===== src/rtl/ppu_pkg.sv =====
// Shared PPU-side definitions: OAM DMA state encoding and register map constants.
package ppu_pkg;

  typedef enum logic [2:0] {
    DMA_IDLE,
    DMA_HALT,
    DMA_ALIGN,
    DMA_READ,
    DMA_WRITE
  } dma_state_t;

  localparam logic [2:0]  OAMDATA_REG  = 3'd4;
  localparam logic [15:0] OAM_DMA_ADDR = 16'h4014;
  localparam int          DMA_IDX_W    = 8;

endpackage


===== src/rtl/oam_dma_if.sv =====
// CPU bus, DMA memory read port and PPU register write port of the sprite DMA engine.
interface oam_dma_if;
  logic [15:0] cpu_addr;
  logic [7:0]  cpu_data_in;
  logic        cpu_we;
  logic        cpu_rdy;
  logic        dma_active;
  logic [15:0] mem_addr;
  logic        mem_rd;
  logic [7:0]  mem_data;
  logic        ppu_cs_n;
  logic        ppu_we;
  logic [2:0]  ppu_reg_addr;
  logic [7:0]  ppu_data;

  modport master (
    input  cpu_addr, cpu_data_in, cpu_we, mem_data,
    output cpu_rdy, dma_active, mem_addr, mem_rd,
    output ppu_cs_n, ppu_we, ppu_reg_addr, ppu_data
  );

  modport slave (
    output cpu_addr, cpu_data_in, cpu_we, mem_data,
    input  cpu_rdy, dma_active, mem_addr, mem_rd,
    input  ppu_cs_n, ppu_we, ppu_reg_addr, ppu_data
  );
endinterface


===== src/rtl/oam_dma.sv =====
// Sprite DMA: halts the CPU and copies one 256-byte page into OAM via OAMDATA writes.
module oam_dma
  import ppu_pkg::*;
#(
    parameter logic [15:0] DMA_REG_ADDR = OAM_DMA_ADDR,
    parameter int          NUM_BYTES    = 256,
    parameter bit          ALIGN_ODD    = 1'b1
) (
    input logic clk,
    input logic reset,
    oam_dma_if.master bus
);

    localparam logic [DMA_IDX_W-1:0] LAST_IDX = DMA_IDX_W'(NUM_BYTES - 1);

    dma_state_t           state;
    dma_state_t           next;
    logic [DMA_IDX_W-1:0] idx;
    logic [7:0]           page;
    logic                 cycle_odd;
    logic                 trigger;
    logic                 last;

    assign trigger = bus.cpu_we && (bus.cpu_addr == DMA_REG_ADDR);
    assign last    = (idx == LAST_IDX);

    always_ff @(posedge clk or negedge reset) begin
        if (!reset) begin
            state     <= DMA_IDLE;
            idx       <= '0;
            page      <= '0;
            cycle_odd <= 1'b0;
        end else begin
            state     <= next;
            cycle_odd <= ~cycle_odd;
            if (state == DMA_IDLE && trigger) begin
                page <= bus.cpu_data_in;
                idx  <= '0;
            end else if (state == DMA_WRITE && !last) begin
                idx <= idx + 1'b1;
            end
        end
    end

    always_comb begin
        next = state;
        unique case (state)
            DMA_IDLE:  if (trigger) next = DMA_HALT;
            DMA_HALT:  next = (ALIGN_ODD && cycle_odd) ? DMA_ALIGN : DMA_READ;
            DMA_ALIGN: next = DMA_READ;
            DMA_READ:  next = DMA_WRITE;
            DMA_WRITE: next = last ? DMA_IDLE : DMA_READ;
            default:   next = DMA_IDLE;
        endcase
    end

    // Outputs depend on registered state only; ppu_data forwards the RAM byte.
    always_comb begin
        bus.cpu_rdy      = 1'b1;
        bus.dma_active   = 1'b0;
        bus.mem_addr     = '0;
        bus.mem_rd       = 1'b0;
        bus.ppu_cs_n     = 1'b1;
        bus.ppu_we       = 1'b0;
        bus.ppu_reg_addr = OAMDATA_REG;
        bus.ppu_data     = '0;
        unique case (state)
            DMA_IDLE: begin
            end
            DMA_HALT, DMA_ALIGN: begin
                bus.cpu_rdy    = 1'b0;
                bus.dma_active = 1'b1;
            end
            DMA_READ: begin
                bus.cpu_rdy    = 1'b0;
                bus.dma_active = 1'b1;
                bus.mem_addr   = {page, idx};
                bus.mem_rd     = 1'b1;
            end
            DMA_WRITE: begin
                bus.cpu_rdy    = 1'b0;
                bus.dma_active = 1'b1;
                bus.ppu_cs_n   = 1'b0;
                bus.ppu_we     = 1'b1;
                bus.ppu_data   = bus.mem_data;
            end
            default: begin
            end
        endcase
    end

endmodule

===== src/flat_wrapper.sv =====
// flat-port wrapper written by rule: the top's interface ports become plain ports
module oam_dma_flat import ppu_pkg::*;
#(
    parameter logic [15:0] DMA_REG_ADDR = OAM_DMA_ADDR,
    parameter int          NUM_BYTES    = 256,
    parameter bit          ALIGN_ODD    = 1'b1
)
  (clk, reset, bus_cpu_addr, bus_cpu_data_in, bus_cpu_we, bus_mem_data, bus_cpu_rdy, bus_dma_active, bus_mem_addr, bus_mem_rd, bus_ppu_cs_n, bus_ppu_we, bus_ppu_reg_addr, bus_ppu_data);
  oam_dma_if bus_i ();
  input logic clk;
  input logic reset;
  input wire logic [$bits(bus_i.cpu_addr)-1:0] bus_cpu_addr;
  input wire logic [$bits(bus_i.cpu_data_in)-1:0] bus_cpu_data_in;
  input wire logic [$bits(bus_i.cpu_we)-1:0] bus_cpu_we;
  input wire logic [$bits(bus_i.mem_data)-1:0] bus_mem_data;
  output wire logic [$bits(bus_i.cpu_rdy)-1:0] bus_cpu_rdy;
  output wire logic [$bits(bus_i.dma_active)-1:0] bus_dma_active;
  output wire logic [$bits(bus_i.mem_addr)-1:0] bus_mem_addr;
  output wire logic [$bits(bus_i.mem_rd)-1:0] bus_mem_rd;
  output wire logic [$bits(bus_i.ppu_cs_n)-1:0] bus_ppu_cs_n;
  output wire logic [$bits(bus_i.ppu_we)-1:0] bus_ppu_we;
  output wire logic [$bits(bus_i.ppu_reg_addr)-1:0] bus_ppu_reg_addr;
  output wire logic [$bits(bus_i.ppu_data)-1:0] bus_ppu_data;
  assign bus_i.cpu_addr = bus_cpu_addr;
  assign bus_i.cpu_data_in = bus_cpu_data_in;
  assign bus_i.cpu_we = bus_cpu_we;
  assign bus_i.mem_data = bus_mem_data;
  assign bus_cpu_rdy = bus_i.cpu_rdy;
  assign bus_dma_active = bus_i.dma_active;
  assign bus_mem_addr = bus_i.mem_addr;
  assign bus_mem_rd = bus_i.mem_rd;
  assign bus_ppu_cs_n = bus_i.ppu_cs_n;
  assign bus_ppu_we = bus_i.ppu_we;
  assign bus_ppu_reg_addr = bus_i.ppu_reg_addr;
  assign bus_ppu_data = bus_i.ppu_data;
  oam_dma #(.DMA_REG_ADDR(DMA_REG_ADDR), .NUM_BYTES(NUM_BYTES), .ALIGN_ODD(ALIGN_ODD)) u_core (.clk(clk), .reset(reset), .bus(bus_i));
endmodule

===== config.mk =====
export PLATFORM = sky130hd
export DESIGN_NAME = oam_dma_flat
export DESIGN_NICKNAME = d
export VERILOG_FILES = /design/src/rtl/ppu_pkg.sv /design/src/rtl/oam_dma_if.sv /design/src/rtl/oam_dma.sv /design/src/flat_wrapper.sv
export SDC_FILE = /design/constraint.sdc
export NUM_CORES = 1
export LEC_CHECK = 0
export ABC_AREA = 1
export BUFFER_PORTS_ARGS = -buffer_cell sky130_fd_sc_hd__buf_2
export CAP_MARGIN = 20
export CORE_ASPECT_RATIO = 0.5
export CORE_UTILIZATION = 48
export DETAILED_ROUTE_END_ITERATION = 12
export PLACE_DENSITY_LB_ADDON = 0.25
export SYNTH_ARGS = -nofsm -noshare
export SYNTH_HDL_FRONTEND = slang
export SYNTH_SLANG_ARGS = --single-unit

===== constraint.sdc =====
create_clock -name clk -period 2.1 [get_ports clk]
set_input_delay 0.21 -clock clk [delete_from_list [all_inputs] [get_ports clk]]
set_output_delay 0.21 -clock clk [all_outputs]
set_load 0.03 [all_outputs]

After elaboration in Yosys (flattened, before gate mapping)
Cells that the tools add are included.
{"block": "word_totals", "register_bits": 20, "inputBits": 35, "elab_cells": 33}
{"block": "classes", "addsub": 1, "n_eq_ne": 7, "muxes": 13, "bitwise": 1, "reduce_logical": 7}
{"cell": "$mux 8", "count": 3}
{"cell": "$eq 16x15->1 const B", "count": 1}
{"cell": "$mux 16", "count": 1}
{"cell": "$pmux 3 s5", "count": 1}
{"cell": "$add 8x1->8 const B", "count": 1}
{"cell": "$eq 8x8->1 const B", "count": 1}
{"cell": "$eq 3x2->1 const B", "count": 2}
{"cell": "$mux 1", "count": 6}
{"cell": "$reduce_or 4->1", "count": 1}
{"cell": "$eq 3x1->1 const B", "count": 1}
{"cell": "$eq 3x3->1 const B", "count": 1}
{"cell": "$logic_and 1x1->1", "count": 3}
{"cell": "$logic_not 3->1", "count": 1}
{"cell": "$mux 3", "count": 1}
{"cell": "$mux 2", "count": 1}
{"cell": "$ne 2x1->1 const B", "count": 1}
{"cell": "$reduce_bool 2->1", "count": 1}
{"cell": "$logic_not 1->1", "count": 1}
{"cell": "$not 1->1", "count": 1}

Depth between registers and ports, before layout
Gate-level depths: netlist of run 1.
{"block": "depth", "depth_word": 5, "depth_mapped": 10, "mapped_depth_nobuf": 9}

Worst setup path after synthesis of run 1
No wires, ideal clock.
{"block": "synth_path", "kind": "flip-flop to output port", "from": "register u_core.state[2]", "to": "output bus_mem_addr[10]", "arrival_time_ns": 1.724, "required_time_ns": 1.890, "setup_slack_ns": 0.166, "path_stages_with_launch": 5, "path_buffers": 1, "path_cell_list": "dfrtp_1 -> nor3_2 -> inv_2 -> clkbuf_1 -> nor2_1"}
{"block": "synth_between", "elab_chain_len": 2}
{"element": "start: declaration", "line": "oam_dma.sv:16", "rtl": "dma_state_t state;"}
{"element": "start signal: assignment", "line": "oam_dma.sv:34", "rtl": "state <= next;"}
{"element": "$eq 3x2->1", "line": "oam_dma.sv:67", "rtl": "unique case (state)"}
{"element": "$mux 16", "line": "oam_dma.sv:67"}
{"element": "end: declaration", "line": "flat_wrapper.sv:18", "rtl": "output wire logic [$bits(bus_i.mem_addr)-1:0] bus_mem_addr;"}
Every way passes these cells.

Worst setup path in the final report of run 1
{"block": "layout_path", "from": "register u_core.state[1]", "to": "output bus_ppu_data[2]"}
{"block": "layout_between", "elab_chain_len": 2}
{"element": "$eq 3x3->1", "line": "oam_dma.sv:67"}
{"element": "$mux 8", "line": "oam_dma.sv:67"}
{"element": "end: declaration", "line": "flat_wrapper.sv:23", "rtl": "output wire logic [$bits(bus_i.ppu_data)-1:0] bus_ppu_data;"}
Every way passes these cells.

==> results.txt, run 1 <==
- Via Count: between 1000 and 1500
* Number of distinct library cells after synthesis: 28
- For this run, the register share of the synthesized area comes to roughly 40%.
- Period Utilization, post-route: approximately four fifths
- Number of routed nets with antenna violations: 0
* Category of the worst setup path launch point: flip-flop
- Total core area: between 2000 and 2500 µm²
- In this run the biggest area consumer among cell types represents 39.9% of the synthesized area.
- The clock period could shrink to between 1.5 and 2 ns.
* Maximum fanout along the worst path: 10
- H-tree levels: 1
* Synth warn: 0
* Upper clock frequency limit: 594 MHz
* P&R area growth vs syn: 32.0%
* Starting Density: 53.5%
* Remaining global-route overflow: 0
- The final-report max-slew violation count was 0.
* Vias in the first global route: 1085
- Setup repair after global routing left no endpoint under its margin.
- Buffers from clock root to sink, at most: 2
- Remaining routing DRC violations: 0
* Syn Inst Count: 186
* Hold/Removal Path Class: in -> reg
- After the last flow step, the layout net total stands at between 200 and 300.
* Wire length of the first global-routing pass: 4550 µm
- The number of endpoints with negative hold slack in the final report came to 0.
* Cell types with the largest area share after synthesis: dfrtp_1 40%, nand2_1 13%, nor2_1 13%
- Summed over all cells, the static leakage comes to 1.03 nW.
- The first TritonRoute pass finished after 4 iterations.
- In the global route stage, overall resource usage came out at between 20 and 25%.
- Category of the worst setup path capture point: output port
- For this design, the slowest cell found on the critical path is dfrtp_1.
- Share of the core filled with cells: between 70% and 80%
- Die Span Y: 38.1 µm
- Number of buffer and inverter instances along the worst setup path: 3
- Area post-placement: 1570 µm²
- Overall die area: 2830 µm²
- Counting every sink on the clock net gives 20.
- Number of placement rows: 12
* Status: finished clean
- After detailed routing, the average wire length per cell comes to 10.3 µm.
* Hpwl dp: about 2200 µm
* Leading cell types in the layout, fill and taps excluded: 63 x buf_2, 45 x nor2_1, 45 x nand2_1, 32 x inv_1, 20 x dfrtp_1
- The number of antenna diodes in the final layout is 0.
- Cells along the critical path: inv_1, nand2_2, nor2_8, inv_2, nor2_1, buf_2
- Using the TritonRoute via totals, the vias-per-cell ratio works out to 4.57.
* Final Routed Wirelength: 2930 µm
- The count of buffers added on input and output ports is 63.
- In this design, the stage delay of the slowest critical-path cell is 0.40 ns.
- On the critical path the largest part of the delay comes from buffers and inverters.
* Number of endpoints failing setup at the final stage: 0
* Initial drt markers: 49
* Cell area after synthesis: around 1300 µm²
- Number of inserted filler cells in the final layout: 203
* Largest net degree at the start of global routing: 21
- Measured along the x axis, the die boundary spans 74.3 µm.
* Max-cap violations: 0
* Required time at the worst-slack endpoint: 1.89 ns
- Startpoint-to-endpoint class of the critical path: reg -> out
- CP arrival: 1.47 ns
* Cts bufs inserted: 3
* Post-Synthesis Mean Instance Area: 6.74 µm²
- TritonCTS clock tree: yes
* IR Drop Worst-Case VDD: 0.000444 V
* Clock Latency Late Sink: roughly 0.27 ns
- At the end of routability-driven placement, the weighted congestion stood at 0.852.
- Counting flops and latches in the post-synthesis netlist gives 20.
* Post-CTS setup buffers: 0
- The largest total area in the synthesized netlist belongs to dfrtp_1.
- The library cell used most frequently in the layout, excluding fill and tap cells, is buf_2.
- For this design the ratio of total power to cell area is 503 nW/µm².
- I/O pin cnt: 67
- Clock tree root driver cell: clkbuf_8
- For the final database, setup skew stands at 0.00828 ns.
* Setup TNS Final: 0 ns
* Post-cts resize count: 0
- The finished cells cover 1660 µm².
- In the final layout, the share of cells above drive strength 1 is about a third.
* Clock transition at path regs: 0.08 ns
- Buffers inserted to repair hold after CTS numbered 1.
* Antenna violations before repair: 0
[power breakdown]
group | internal [mW] | switching, mW | total [mW]
Combinational | 0.0271 | 0.0284 | 0.0555
Clock | 0.255 | 0.138 | 0.392
Sequential | 0.385 | 0.000333 | 0.385
[worst min-delay path, stage by stage]
cell and delay [ns]:
buf_2 0.07, nand2_1 0.04, nand2_1 0.04
[final timing paths]
kind	start	endpoint	cells after the start	slack, ns
min in group asynchronous	reset	u_core.page[2]	2	0.41
max reg2reg	u_core.state[1]	u_core.idx[4]	6	0.57
min	bus_cpu_data_in[2]	u_core.page[2]	3	0.13
max	u_core.state[1]	bus_ppu_data[2]	6	0.42
min reg2reg	u_core.cycle_odd	u_core.cycle_odd	1	0.40
max in group asynchronous	reset	u_core.idx[4]	2	1.36
[logic make-up (layout without fill, tap and decap cells)]
| group | Yosys count | count (layout) | share of synthesized area (%) |
|---|---|---|---|
| AOI/OAI and AO/OA | 8 | 8 | 4.29 |
| xor gates and xnor gates | 1 | 1 | 0.699 |
| adders and majority gates | 1 | 1 | 0.998 |
| buffers and inverters | 43 | 105 | 14.5 |
| DFF | 20 | 20 | 39.9 |
| other | 2 | 3 | 0.599 |
| and+or+nand+nor | 111 | 111 | 39.0 |
[through the flow]
| step | instances | hold WS (ns) | worst slack [ns] | total power [mW] |
|---|---|---|---|---|
| finish | 284 | 0.131 | 0.415 | 0.833 |
| global route | 284 | 0.134 | 0.310 | 0.853 |
| CTS | 284 | 0.129 | 0.418 | 0.836 |
| detailed placement | 279 | 0.186 | 0.573 | 0.448 |
| global placement | 279 | 0.180 | 0.634 | 0.446 |
| floorplan | 187 | -0.0856 | 0.166 | 0.413 |
[synthesized netlist by cell type]
master,instances
dfrtp_1,20
nand3_1,7
and2_0,1
buf_4,3
nor2_4,1
ha_1,1
a21oi_1,1
conb_1,2
o21ai_2,3
nand4_1,1
nand4_2,1
nor2_1,45
nor3_1,4
buf_6,1
or2_0,1
o21ai_0,3
inv_2,5
nand2_1,45
nor3_2,1
buf_2,1
inv_1,32
nor2_2,1
a22oi_1,1
nor2_8,1
xor2_1,1
clkbuf_1,1
nand2_2,1
nand2_4,1
[layout make-up]
type | instances | area [µm²] | share of cell area (%)
multi-input cells | 124 | 576 | 34.8
flip-flops and latches | 20 | 500 | 30.2
repair buffers | 64 | 325 | 19.7
inverters | 37 | 139 | 8.39
well taps | 35 | 43.8 | 2.65
clock buffers | 3 | 41.3 | 2.49
clock inverters | 1 | 30.0 | 1.81
[flip-flops by register name, summed over array words and instances (netlist names)]
register          flops
u_core.cycle_odd      1
u_core.idx            8
u_core.page           8
u_core.state          3
[layer usage]
| metal | GRT usage (%) | vias up | share of wire [%] |
|---|---|---|---|
| met5 | 0 | - | 0 |
| met4 | 8.02 | 0 | 1.4 |
| met3 | 4.21 | 6 | 8.0 |
| met2 | 40.7 | 57 | 46 |
| met1 | 27.0 | 568 | 44 |
| li1 | - | 666 | - |
No activity file was read; power rests on OpenSTA's default activity.
==> run 2: changes to the inputs <==
--- a/config.mk
+++ b/config.mk
@@ -9,7 +9,7 @@
 export BUFFER_PORTS_ARGS = -buffer_cell sky130_fd_sc_hd__buf_2
 export CAP_MARGIN = 20
 export CORE_ASPECT_RATIO = 0.5
-export CORE_UTILIZATION = 48
+export CORE_UTILIZATION = 40
 export DETAILED_ROUTE_END_ITERATION = 12
 export PLACE_DENSITY_LB_ADDON = 0.25
 export SYNTH_ARGS = -nofsm -noshare
==> constraint.sdc (replaced) <==
create_clock -name clk -period 1.5 [get_ports clk]
set_input_delay 0.15 -clock clk [delete_from_list [all_inputs] [get_ports clk]]
set_output_delay 0.15 -clock clk [all_outputs]
set_load 0.03 [all_outputs]
==> results.txt, run 2 (synthesis gave the netlist of run 1 again) <==
- Status: finished, violations left
* Violated checks: negative setup slack
- Instance count after placement with tap cells included: 282 (+1.1%)
- The iteration count of the initial detailed-routing pass is 4 (unchanged).
- Antenna violations before repair: 0 (unchanged)
* Pwr Density: 513 nW/µm² (+1.9%)
- Startpoint-to-endpoint class of the critical path: reg -> out
- Registers with the most flip-flops: u_core.idx: 8 flops, u_core.page: 8 flops, u_core.state: 3 flops
* Starting Density: 45.1% (-8.5 points)
* Wire length of the first global-routing pass: 5260 µm (+16%)
* I/O pin cnt: 67 (unchanged)
* Max-slew violation count: 0 (unchanged)
* Clock tree root driver cell: clkbuf_8
* Hpwl dp: 2260 µm (+2.2%)
* Final Routed Wirelength: 3120 µm (+6.7%)
* Clock transition at path regs: 0.07 ns (about the same)
* Number of inserted filler cells in the final layout: 227 (+12%)
* Final critical-path setup slack: -0.0739 ns (-0.489 ns)
- The final count of negative-setup-slack endpoints is 23 (+23).
* Clock Latency Late Sink: 0.26 ns (about the same)
* Die Span Y: 41.6 µm (+9.0%)
* Sequential cell area in the final layout: 502 µm² (+0.25%)
* Initial drt markers: 39 (-20%)
- Clock period minus worst slack: 1.57 ns
- Die Wd: 81.2 µm (+9.3%)
* P&R area growth vs syn: 60.3%
- The multi-input logic area is 726 µm² (+26%).
* Cts bufs inserted: 3 (unchanged)
* Most common cell after layout, fill and taps aside: nand2_1
- Antenna diode instance count: 0 (unchanged)
- The average routed wire per standard cell is 10.6 µm (+3.1%).
- The TritonCTS sink count came to 20 (unchanged).
- The clock skew is 0.00304 ns (-0.00524 ns).
- IO Port Bufs: 63 (unchanged)
* Vias in the first global route: 1298 (+20%)
- The total congestion overflow was 0 (unchanged).
- The required time of the critical path came to 1.35 ns (-0.54 ns).
* Setup TNS Final: -0.871 ns (-0.871 ns)
- Overall global routing resource usage: 20.3% (-2.0 points)
- NumNets Final: 294 (+2.8%)
* Unrepaired setup endpoints after global routing: true
- Dividing the final minimum period by the clock period gives 105%.
- The total die area came to 3380 µm² (+19%).
* IR Drop Worst-Case VDD: 0.000532 V (+20%)
- Static timing analysis puts the maximum clock frequency at 635 MHz.
- Total core area: 2780 µm² (+19%)
* Total count of hold-check failures in the final report: 0 (unchanged)
- Maximum fanout along the worst path: 8 (-2)
- Final weighted congestion in routability-driven placement: 0.870 (+2.1%)
* Leakage: 1.11 nW (+7.7%)
- Largest net degree at the start of global routing: 21 (unchanged)
* Remaining routing DRC violations: 0 (unchanged)
* Buffers from clock root to sink, at most: 2 (unchanged)
- STA classifies the critical path endpoint as an output port.
* Leading cell types in the layout, fill and taps excluded: 42 x nand2_1, 38 x buf_2, 31 x inv_1, 28 x nor2_1, 19 x dfrtp_1
* Hold/Removal Path Class: in -> reg
- The vias per cell was 4.52 (-1.0%).
- The number of maximum-capacitance constraint violations is 0 (unchanged).
- The via count was 1329 (+2.5%).
* H-tree levels: 1 (unchanged)
* CP arrival: 1.42 ns (-0.05 ns)
* Number of placement rows: 13 (+1)
* Worst-case setup slack after placement: 0.0171 ns (-0.556 ns)
- The share of final-layout standard cells stronger than drive strength 1 is 44.0% (+11 points).
- TritonCTS clock tree: yes
- Number of routed nets with antenna violations: 0 (unchanged)
- The final instance count without filler cells came to 294 (+3.5%).
- Category of the worst setup path launch point: flip-flop
run 2: cell type report:
class,instances,share of cell area [%]
tap,37,2.30
multi-input combinational,124,36.1
inverter,37,8.22
timing repair buffer,71,25.1
sequential,20,25.0
clock buffer,4,2.74
timing repair inverter,1,0.560
run 2: final timing paths:
path                                     from                to  slack [ns]  cells past startpoint
setup / recovery              u_core.state[0]   bus_mem_addr[9]       -0.07                      5
hold / removal             bus_cpu_data_in[1]    u_core.page[1]        0.08                      3
setup reg to reg                u_core.idx[1]     u_core.idx[0]        0.12                      7
hold reg to reg              u_core.cycle_odd  u_core.cycle_odd        0.40                      1
max in group asynchronous               reset   u_core.state[2]        0.81                      2
min in group asynchronous               reset    u_core.page[1]        0.36                      2
run 2: worst max-delay path: stages (launching register included):
cell and delay [ns]:
dfrtp_1 0.36, inv_2 0.07, nor3_4 0.26, bufinv_16 0.24
nor2_4 0.09, buf_6 0.13
run 2: what timing repair did:
item | 4_1_cts | 5_1_grt
cloned | 1 | 0
setup endpoints to repair | 29 | 33
hold buffers | 1 | 0
resized for setup | 55 | 6
buffers inserted | 4 | 2
hold endpoints to repair | 20 | 0
pin swaps | 3 | 2
run 2: metrics by stage:
step	area (µm²)	util (%)	power (mW)	hold slack [ns]
2_1_floorplan	1380	-	0.579	-0.146
3_3_place_gp	1680	60.5	0.624	0.119
3_5_place_dp	1680	60.5	0.627	0.123
4_1_cts	1970	71.0	1.04	0.0778
5_1_grt	2010	72.2	1.08	0.0827
6_report	2010	72.2	1.03	0.0809
run 2: where the power goes:
part / switching, mW / internal (mW) / leakage, nW
clock: 0.178 / 0.234 / 0.0288
combinational: 0.0404 / 0.0388 / 0.835
sequential: 0.000405 / 0.539 / 0.244
total: 0.219 / 0.812 / 1.11
run 2: metal layers:
metal,global-route usage (%),share of wire (%)
met1,24.1,44
met2,37.5,50
met3,4.84,6.3
met4,3.21,0.58
met5,0,0
